`src/rtl/data_memo_master.sv`:
```
// rtl/data_memo_master.sv - burst initiator for the single-port data memory
//
// Accepts read/write burst requests from the core, sequences them into
// one memory access per beat, returns read words one per cycle and takes
// write words through a per-beat handshake.
//
// Ports:
//   clk, reset                     clock, asynchronous active-high reset
//   req_valid/req_ready            request handshake
//   req_write, req_addr, req_len   burst direction, first word, beats minus one
//   wr_valid/wr_ready, wr_data     write-word handshake (WRITE bursts only)
//   rd_valid, rd_data              registered read word, one pulse per beat
//   done, err                      end-of-burst pulse; err marks a rejected request
//   mem_*                          data memory address/enable/data connections

module data_memo_master #(
  parameter int DEPTH = 32,
  parameter int LEN_W = 3,
  parameter int BUS_W = 32
) (
  input  logic             clk,
  input  logic             reset,
  input  logic             req_valid,
  output logic             req_ready,
  input  logic             req_write,
  input  logic [BUS_W-1:0] req_addr,
  input  logic [LEN_W-1:0] req_len,
  input  logic             wr_valid,
  output logic             wr_ready,
  input  logic [BUS_W-1:0] wr_data,
  output logic             rd_valid,
  output logic [BUS_W-1:0] rd_data,
  output logic             done,
  output logic             err,
  output logic [BUS_W-1:0] mem_address,
  output logic [BUS_W-1:0] mem_input_data,
  output logic             mem_enable_read,
  output logic             mem_enable_write,
  input  logic [BUS_W-1:0] mem_read_data
);

  typedef enum logic [1:0] {S_IDLE, S_READ, S_WRITE, S_DONE} state_t;

  localparam logic [BUS_W:0] DEPTH_X = (BUS_W + 1)'(DEPTH);

  state_t             state_q, state_d;
  logic [BUS_W-1:0]   cur_addr_q, cur_addr_d;
  logic [LEN_W-1:0]   beats_left_q, beats_left_d;
  logic               is_err_q, is_err_d;
  logic               rd_valid_q, rd_valid_d;
  logic [BUS_W-1:0]   rd_data_q, rd_data_d;

  // Last word of the burst, one bit wider than the bus so the sum cannot wrap.
  logic [BUS_W:0]     last_addr;
  logic               out_of_range;

  assign last_addr    = {1'b0, req_addr} + {{(BUS_W + 1 - LEN_W){1'b0}}, req_len};
  assign out_of_range = ({1'b0, req_addr} >= DEPTH_X) || (last_addr >= DEPTH_X);

  assign rd_valid = rd_valid_q;
  assign rd_data  = rd_data_q;

  always_ff @(posedge clk or posedge reset) begin
    if (reset) begin
      state_q      <= S_IDLE;
      cur_addr_q   <= '0;
      beats_left_q <= '0;
      is_err_q     <= 1'b0;
      rd_valid_q   <= 1'b0;
      rd_data_q    <= '0;
    end else begin
      state_q      <= state_d;
      cur_addr_q   <= cur_addr_d;
      beats_left_q <= beats_left_d;
      is_err_q     <= is_err_d;
      rd_valid_q   <= rd_valid_d;
      rd_data_q    <= rd_data_d;
    end
  end

  always_comb begin
    state_d          = state_q;
    cur_addr_d       = cur_addr_q;
    beats_left_d     = beats_left_q;
    is_err_d         = is_err_q;
    rd_valid_d       = 1'b0;
    rd_data_d        = rd_data_q;
    req_ready        = 1'b0;
    wr_ready         = 1'b0;
    done             = 1'b0;
    err              = 1'b0;
    mem_address      = '0;
    mem_input_data   = '0;
    mem_enable_read  = 1'b0;
    mem_enable_write = 1'b0;

    unique case (state_q)
      S_IDLE: begin
        // Held low while reset is high so the requester never sees a
        // handshake that the reset is about to discard.
        req_ready = !reset;
        if (req_valid) begin
          cur_addr_d   = req_addr;
          beats_left_d = req_len;
          if (out_of_range) begin
            is_err_d = 1'b1;
            state_d  = S_DONE;
          end else begin
            state_d  = req_write ? S_WRITE : S_READ;
          end
        end
      end

      S_READ: begin
        mem_enable_read = 1'b1;
        mem_address     = cur_addr_q;
        rd_valid_d      = 1'b1;
        rd_data_d       = mem_read_data;
        cur_addr_d      = cur_addr_q + BUS_W'(1);
        beats_left_d    = beats_left_q - LEN_W'(1);
        if (beats_left_q == '0) state_d = S_DONE;
      end

      S_WRITE: begin
        wr_ready = 1'b1;
        if (wr_valid) begin
          mem_enable_write = 1'b1;
          mem_address      = cur_addr_q;
          mem_input_data   = wr_data;
          cur_addr_d       = cur_addr_q + BUS_W'(1);
          beats_left_d     = beats_left_q - LEN_W'(1);
          if (beats_left_q == '0) state_d = S_DONE;
        end
      end

      S_DONE: begin
        done     = 1'b1;
        err      = is_err_q;
        is_err_d = 1'b0;
        state_d  = S_IDLE;
      end

      default: state_d = S_IDLE;
    endcase
  end

endmodule

```
`config.mk`:
```
export PLATFORM = sky130hd
export DESIGN_NAME = data_memo_master
export DESIGN_NICKNAME = d
export VERILOG_FILES = /design/src/rtl/data_memo_master.sv
export SDC_FILE = /design/constraint.sdc
export NUM_CORES = 1
export LEC_CHECK = 0
export CAP_MARGIN = 20
export CORE_MARGIN = 1
export CORE_UTILIZATION = 45
export CTS_CLUSTER_SIZE = 25
export DETAILED_ROUTE_END_ITERATION = 6
export PLACE_DENSITY_LB_ADDON = 0.05
export SLEW_MARGIN = 20
export SYNTH_ARGS = -nofsm -noshare
export SYNTH_HDL_FRONTEND = slang
export SYNTH_SLANG_ARGS = --single-unit
```
`constraint.sdc`:
```
create_clock -name clk -period 3.9 [get_ports clk]
set_input_delay 0.78 -clock clk [delete_from_list [all_inputs] [get_ports clk]]
set_output_delay 0.78 -clock clk [all_outputs]
set_load 0.03 [all_outputs]
```
**Word-level counts from Yosys, hierarchy flattened**

Index checks and enable logic that the tools add are counted.

- Logic and storage cells: 52
- Bits in registers: 71
- Output and inout port bits: 103

- Magnitude comparators: 2
- Reduce and logical (&&, ||, !) cells: 9
- Add/subtract/negate cells: 3
- Eq/ne operators: 6
- Mux-type cells: 26

Operators by type and width:

| operator | count |
|---|---|
| $mux 32 | 5 |
| $pmux 32 s3 | 1 |
| $pmux 32 s2 | 1 |
| $add 32x3->33 | 1 |
| $ge 33x6->1 const B | 1 |
| $add 32x1->32 const B | 1 |
| $ge 32x6->1 const B | 1 |
| $mux 2 | 5 |
| $mux 1 | 9 |
| $pmux 3 s3 | 1 |
| $pmux 2 s4 | 1 |
| $mux 3 | 2 |
| $ne 2x2->1 const B | 3 |
| $reduce_and 3->1 | 2 |
| $eq 2x2->1 const B | 2 |
| $logic_not 3->1 | 1 |
| $reduce_bool 3->1 | 1 |
| $sub 3x1->3 const B | 1 |
| $eq 2x1->1 const B | 1 |
| $logic_not 2->1 | 1 |
| $pmux 1 s2 | 1 |
| $reduce_and 2->1 | 1 |
| $reduce_bool 2->1 | 1 |
| $logic_not 1->1 | 1 |
| $logic_or 1x1->1 | 1 |

**Logic depth before layout (Yosys ltp)**

- Word-level depth: 6
- Depth in mapped cells: 9
- Gate-level depth less buffers: 7

**Worst setup path after synthesis**

No wires, ideal clock.

- Path kind: register -> output
- Start: register state_q[0]
- End: output mem_address[0]
- Data arrival time: 2.030 ns
- Cell stages (with the launch flop): 7
- Data required time: 3.120 ns
- Path slack: 1.090 ns
- Buffers on the path: 1
- Path through: dfrtp_1 inv_1 ha_1 and2_1 o21a_1 clkbuf_1 and2_1

- Word-level cells in the longest chain between the ends: 2

RTL lines:

| element | RTL line | source |
|---|---|---|
| from (decl) | 46 | `state_t state_q, state_d;` |
| from (signal assigned) | 72 | `state_q <= state_d;` |
| $eq 2x2->1 or $eq 2x1->1 (tied branches) | 97 | `unique case (state_q)` |
| $pmux 32 s2 (*) | 97 |  |
| to (decl) | 35 | `output logic [BUS_W-1:0] mem_address,` |

Mark *: on every way between the ends. The rest lies on a longest branch, timed or not.

**Final worst setup path**

- Start: input wr_valid
- End: output mem_input_data[12]

- Word-level cells in the longest chain between the ends: 2

RTL lines:

| element | RTL line | source |
|---|---|---|
| from (decl) | 28 | `input logic wr_valid,` |
| $mux 32 | 126 | `if (wr_valid) begin` |
| $mux 32 | 97 |  |
| to (decl) | 36 | `output logic [BUS_W-1:0] mem_input_data,` |

No other way between the ends.

==> summary.txt <==
Status
  • Status: finished clean

Power and ir drop
  • Power share of the sequential group: 24.8%
  • Peak VDD IR: 505 uV
  • Switching part of the total: 47.9%
  • Static leakage: 2.85 nW
  • Clock power share: 10.3%
  • Comb power frac: 64.9%
  • Power Density: 900 nW/um^2
  • Net Switching: 2.86 mW
  • Cell Int Power: 3.10 mW

Timing
  • Total count of max-transition violations in the final report: 0
  • Worst setup skew after layout: 0.0107 ns
  • Relative slew slack: 44.2%
  • Slew @ Worst Pin: 0.837 ns
  • Unrepaired setup endpoints after global routing: no
  • Final clock period utilization by the worst path: 89.3%
  • Final setup slack of the worst path: 0.419 ns
  • Setup tns final: 0 ns
  • Final min period: 3.48 ns
  • Timing-limited maximum frequency: 287 MHz
  • Final hold vios: 0
  • Number of endpoints failing setup at the final stage: 0

GRT
  • Global-route usage over all layers: 25.6%
  • Largest net degree at the start of global routing: 72
  • Initial antenna violation count: 0
  • Via count of the first global-routing pass: 3929
  • Total grt overflow: 0
  • Wire length of the first global-routing pass: 20100 um

Run
  • Total of max-cap violations: 0

Placement
  • PortBufs: 206
  • HPWL after DPL: 9320 um
  • Placer congestion estimate: 0.842
  • Post-placement setup slack: 0.464 ns

Cells and area
  • Fraction of final layout cells with drive strength greater than 1: 16.9%
  • Diode insertion count for antenna repair: 0
  • Area grow syn2layout: 54.4%
  • Final nets: 757
  • # fillers: 718

Clock network
  • Clock edge transition at the registers on the reported setup and hold paths: 0.08 ns
  • Count of hold buffers inserted by post-cts repair: 0
  • Maximum level of the CTS H-tree: 3
  • Number of setup buffers added after CTS: 0
  • Clock sink count: 71
  • Buffer cell driving the clock tree root: sky130_fd_sc_hd__clkbuf_8
  • CTS-repair resized insts: 0
  • Number of buffers between clock root and the deepest sink: 2
  • TritonCTS clock tree: yes
  • Clock insertion delay at the later pin of the skew report: 0.35 ns
  • Total clock buffers created by CTS: 9

Synth
  • Post-synthesis async set-or-reset flop share: 100%
  • Sequential fraction of the synthesis area: 41.4%
  • Synth warnings: 0
  • Syn Inst Count: 447
  • Number of flops mapped to enable cells by yosys: 0
  • Post-synthesis area per instance: 9.59 um^2
  • Nets in the synthesized netlist: 563
  • Cell Area, Synth: 4290 um^2
  • Most common flop cell mapped by yosys: sky130_fd_sc_hd__dfrtp_1
  • FF+latch count, synth: 71
  • Number of library cell types mapped by synthesis: 50

Route
  • Via density: 5.46
  • Total length of routed wires: 12800 um
  • DRC errors left: 0
  • Violation count after the first detailed-route iteration: 136
  • Number of iterations in the first detailed-routing pass: 4
  • Post-detailed-route count of antenna-violating nets: 0
  • Wire per inst: 16.5 um
  • Via count: 4235

Worst setup path
  • Most common cell on crit path: sky130_fd_sc_hd__clkdlybuf4s50_1
  • Slowest stage cell on the critical path: sky130_fd_sc_hd__clkdlybuf4s50_1
  • Arrival time of data at the critical path endpoint: 2.70 ns
  • Category of the worst setup path capture point: output port
  • Crit path from: wr_valid
  • Critical path peak fanout: 22
  • Required @ worst endpoint: 3.12 ns
  • Startpoint types: primary input
  • Kind of critical path: primary input to output port
  • Delay of the slowest cell on the worst path: 0.81 ns
  • Worst path cell trace: clkdlybuf4s50_1, buf_4, and3_1, clkdlybuf4s50_1
  • FF-to-FF Start: state_q[0]$_DFFE_PP0P_

Floorplan
  • Count of standard-cell rows: 35
  • Die height: 99.6 um
  • Area inside the core boundary: 9240 um^2
  • Die span in x: 99.6 um
  • Starting Density: 46.4%
  • Num ports: 207
  • Full die area: 9920 um^2

Hold path
  • Critical hold path startpoint: rd_data[4]$_DFFE_PP0P_
  • Hold Crit Class: flip-flop to flip-flop
## routing by layer
| metal | GRT usage [%] | part of all wire [%] |
|---|---|---|
| met1 | 33.3 | 44 |
| met2 | 43.1 | 48 |
| met3 | 4.01 | 5.4 |
| met4 | 9.39 | 1.8 |
| met5 | 0 | 0 |
## placed cells by master, fill, tap and decap left out, drive strengths merged, types with 4 or more instances in the layout
cell,count
nor2,16
and2,39
nor4,9
a2bb2oi,4
o22ai,13
a211oi,4
nand3,19
nand2,16
clkbuf,9
or3,5
o211ai,5
nor3,12
and3,46
buf,40
clkdlybuf4s50,174
inv,14
ha,12
o221a,5
o21ai,20
dfrtp,71
a21oi,27
nand4,10
mux2i,10
mux2,32
a22oi,5
## cells by family after synthesis
group,synth area share [%]
compound gates,14.6
mux,10.7
flops,41.4
simple gates,25.8
fa+ha+maj,3.50
buf+inv,3.91
## worst max-delay path, delay by kind of cell
family	cells	cell delay (ns)
and+or+nand+nor	1	0.16
buffers and inverters	3	1.75
## state kept, by name, indices dropped and copies added (netlist names)
register / count
beats_left_q: 3
cur_addr_q: 32
is_err_q: 1
rd_data: 32
rd_valid: 1
state_q: 2
## cells in the mapped netlist, types with 2 or more instances
cell                         n  area share (%)
sky130_fd_sc_hd__mux2_2     32             8.4
sky130_fd_sc_hd__buf_2       2            0.23
sky130_fd_sc_hd__and3_1     45             6.6
sky130_fd_sc_hd__nand4_1     9             1.3
sky130_fd_sc_hd__o221a_2     5             1.3
sky130_fd_sc_hd__nand3_1    19             2.2
sky130_fd_sc_hd__a31oi_1     3            0.44
sky130_fd_sc_hd__and2_1     38             5.5
sky130_fd_sc_hd__or4_1       2            0.35
sky130_fd_sc_hd__nand2_1    15             1.3
sky130_fd_sc_hd__o211ai_1    5            0.88
sky130_fd_sc_hd__nor2_1     16             1.4
sky130_fd_sc_hd__nor2b_1     3            0.44
sky130_fd_sc_hd__a21oi_1    27             3.2
sky130_fd_sc_hd__inv_1      11            0.96
sky130_fd_sc_hd__o41ai_1     3            0.61
sky130_fd_sc_hd__buf_1       3            0.26
sky130_fd_sc_hd__a41oi_1     2            0.41
sky130_fd_sc_hd__o21ai_0    20             2.3
sky130_fd_sc_hd__o22ai_1    13             1.9
sky130_fd_sc_hd__nor4_1      7             1.0
sky130_fd_sc_hd__a2bb2oi_1   4            0.82
sky130_fd_sc_hd__clkbuf_1   25             2.2
sky130_fd_sc_hd__mux2i_1    10             2.3
sky130_fd_sc_hd__nor3_2      2            0.47
sky130_fd_sc_hd__nor3_1     10             1.2
sky130_fd_sc_hd__a211oi_1    4            0.70
sky130_fd_sc_hd__nor4_4      2            0.99
sky130_fd_sc_hd__a31o_2      2            0.41
sky130_fd_sc_hd__or3_1       3            0.44
sky130_fd_sc_hd__a22oi_1     5            0.88
sky130_fd_sc_hd__dfrtp_1    71              41
sky130_fd_sc_hd__ha_1       12             3.5
## power by group through the flow
stage               Sequential (mW)  Clock [mW]  Combinational [mW]
detailed placement             1.49           0                3.86
CTS                            1.47       0.621                3.88
global placement               1.46           0                3.79
global route                   1.54       0.656                4.15
finish                         1.48       0.611                3.87
floorplan                      1.76           0                2.27
## metrics by stage
stage	cell area [um^2]	total power, mW	cells	utilization (%)	hold WS, ns
2_1_floorplan	4290	4.02	447	-	0.470
3_3_place_gp	6420	5.25	759	69.5	0.488
3_5_place_dp	6420	5.35	759	69.5	0.494
4_1_cts	6620	5.97	775	71.7	0.513
5_1_grt	6620	6.34	775	71.7	0.521
6_report	6620	5.96	775	71.7	0.512
## cell type report
class | count | area, um^2 | area share (%)
clock buffer | 9 | 124 | 1.87
clock inverter | 7 | 78.8 | 1.19
inverter | 11 | 41.3 | 0.623
multi-input combinational | 334 | 2350 | 35.5
sequential | 71 | 1780 | 26.8
tap | 129 | 161 | 2.44
timing repair buffer | 214 | 2090 | 31.6
## final timing paths
path | depth (start not counted) | end | slack [ns]
worst max register to register | 7 | cur_addr_q[29]$_DFFE_PP0P_ | 1.10
worst min-delay path | 1 | rd_data[4]$_DFFE_PP0P_ | 0.51
min in group asynchronous | 3 | cur_addr_q[3]$_DFFE_PP0P_ | 0.90
worst max-delay path | 4 | mem_input_data[12] | 0.42
worst min register to register | 1 | rd_data[4]$_DFFE_PP0P_ | 0.51
max in group asynchronous | 3 | rd_valid$_DFF_PP0_ | 2.71
Note: power is estimated with default switching activity, not from simulation.
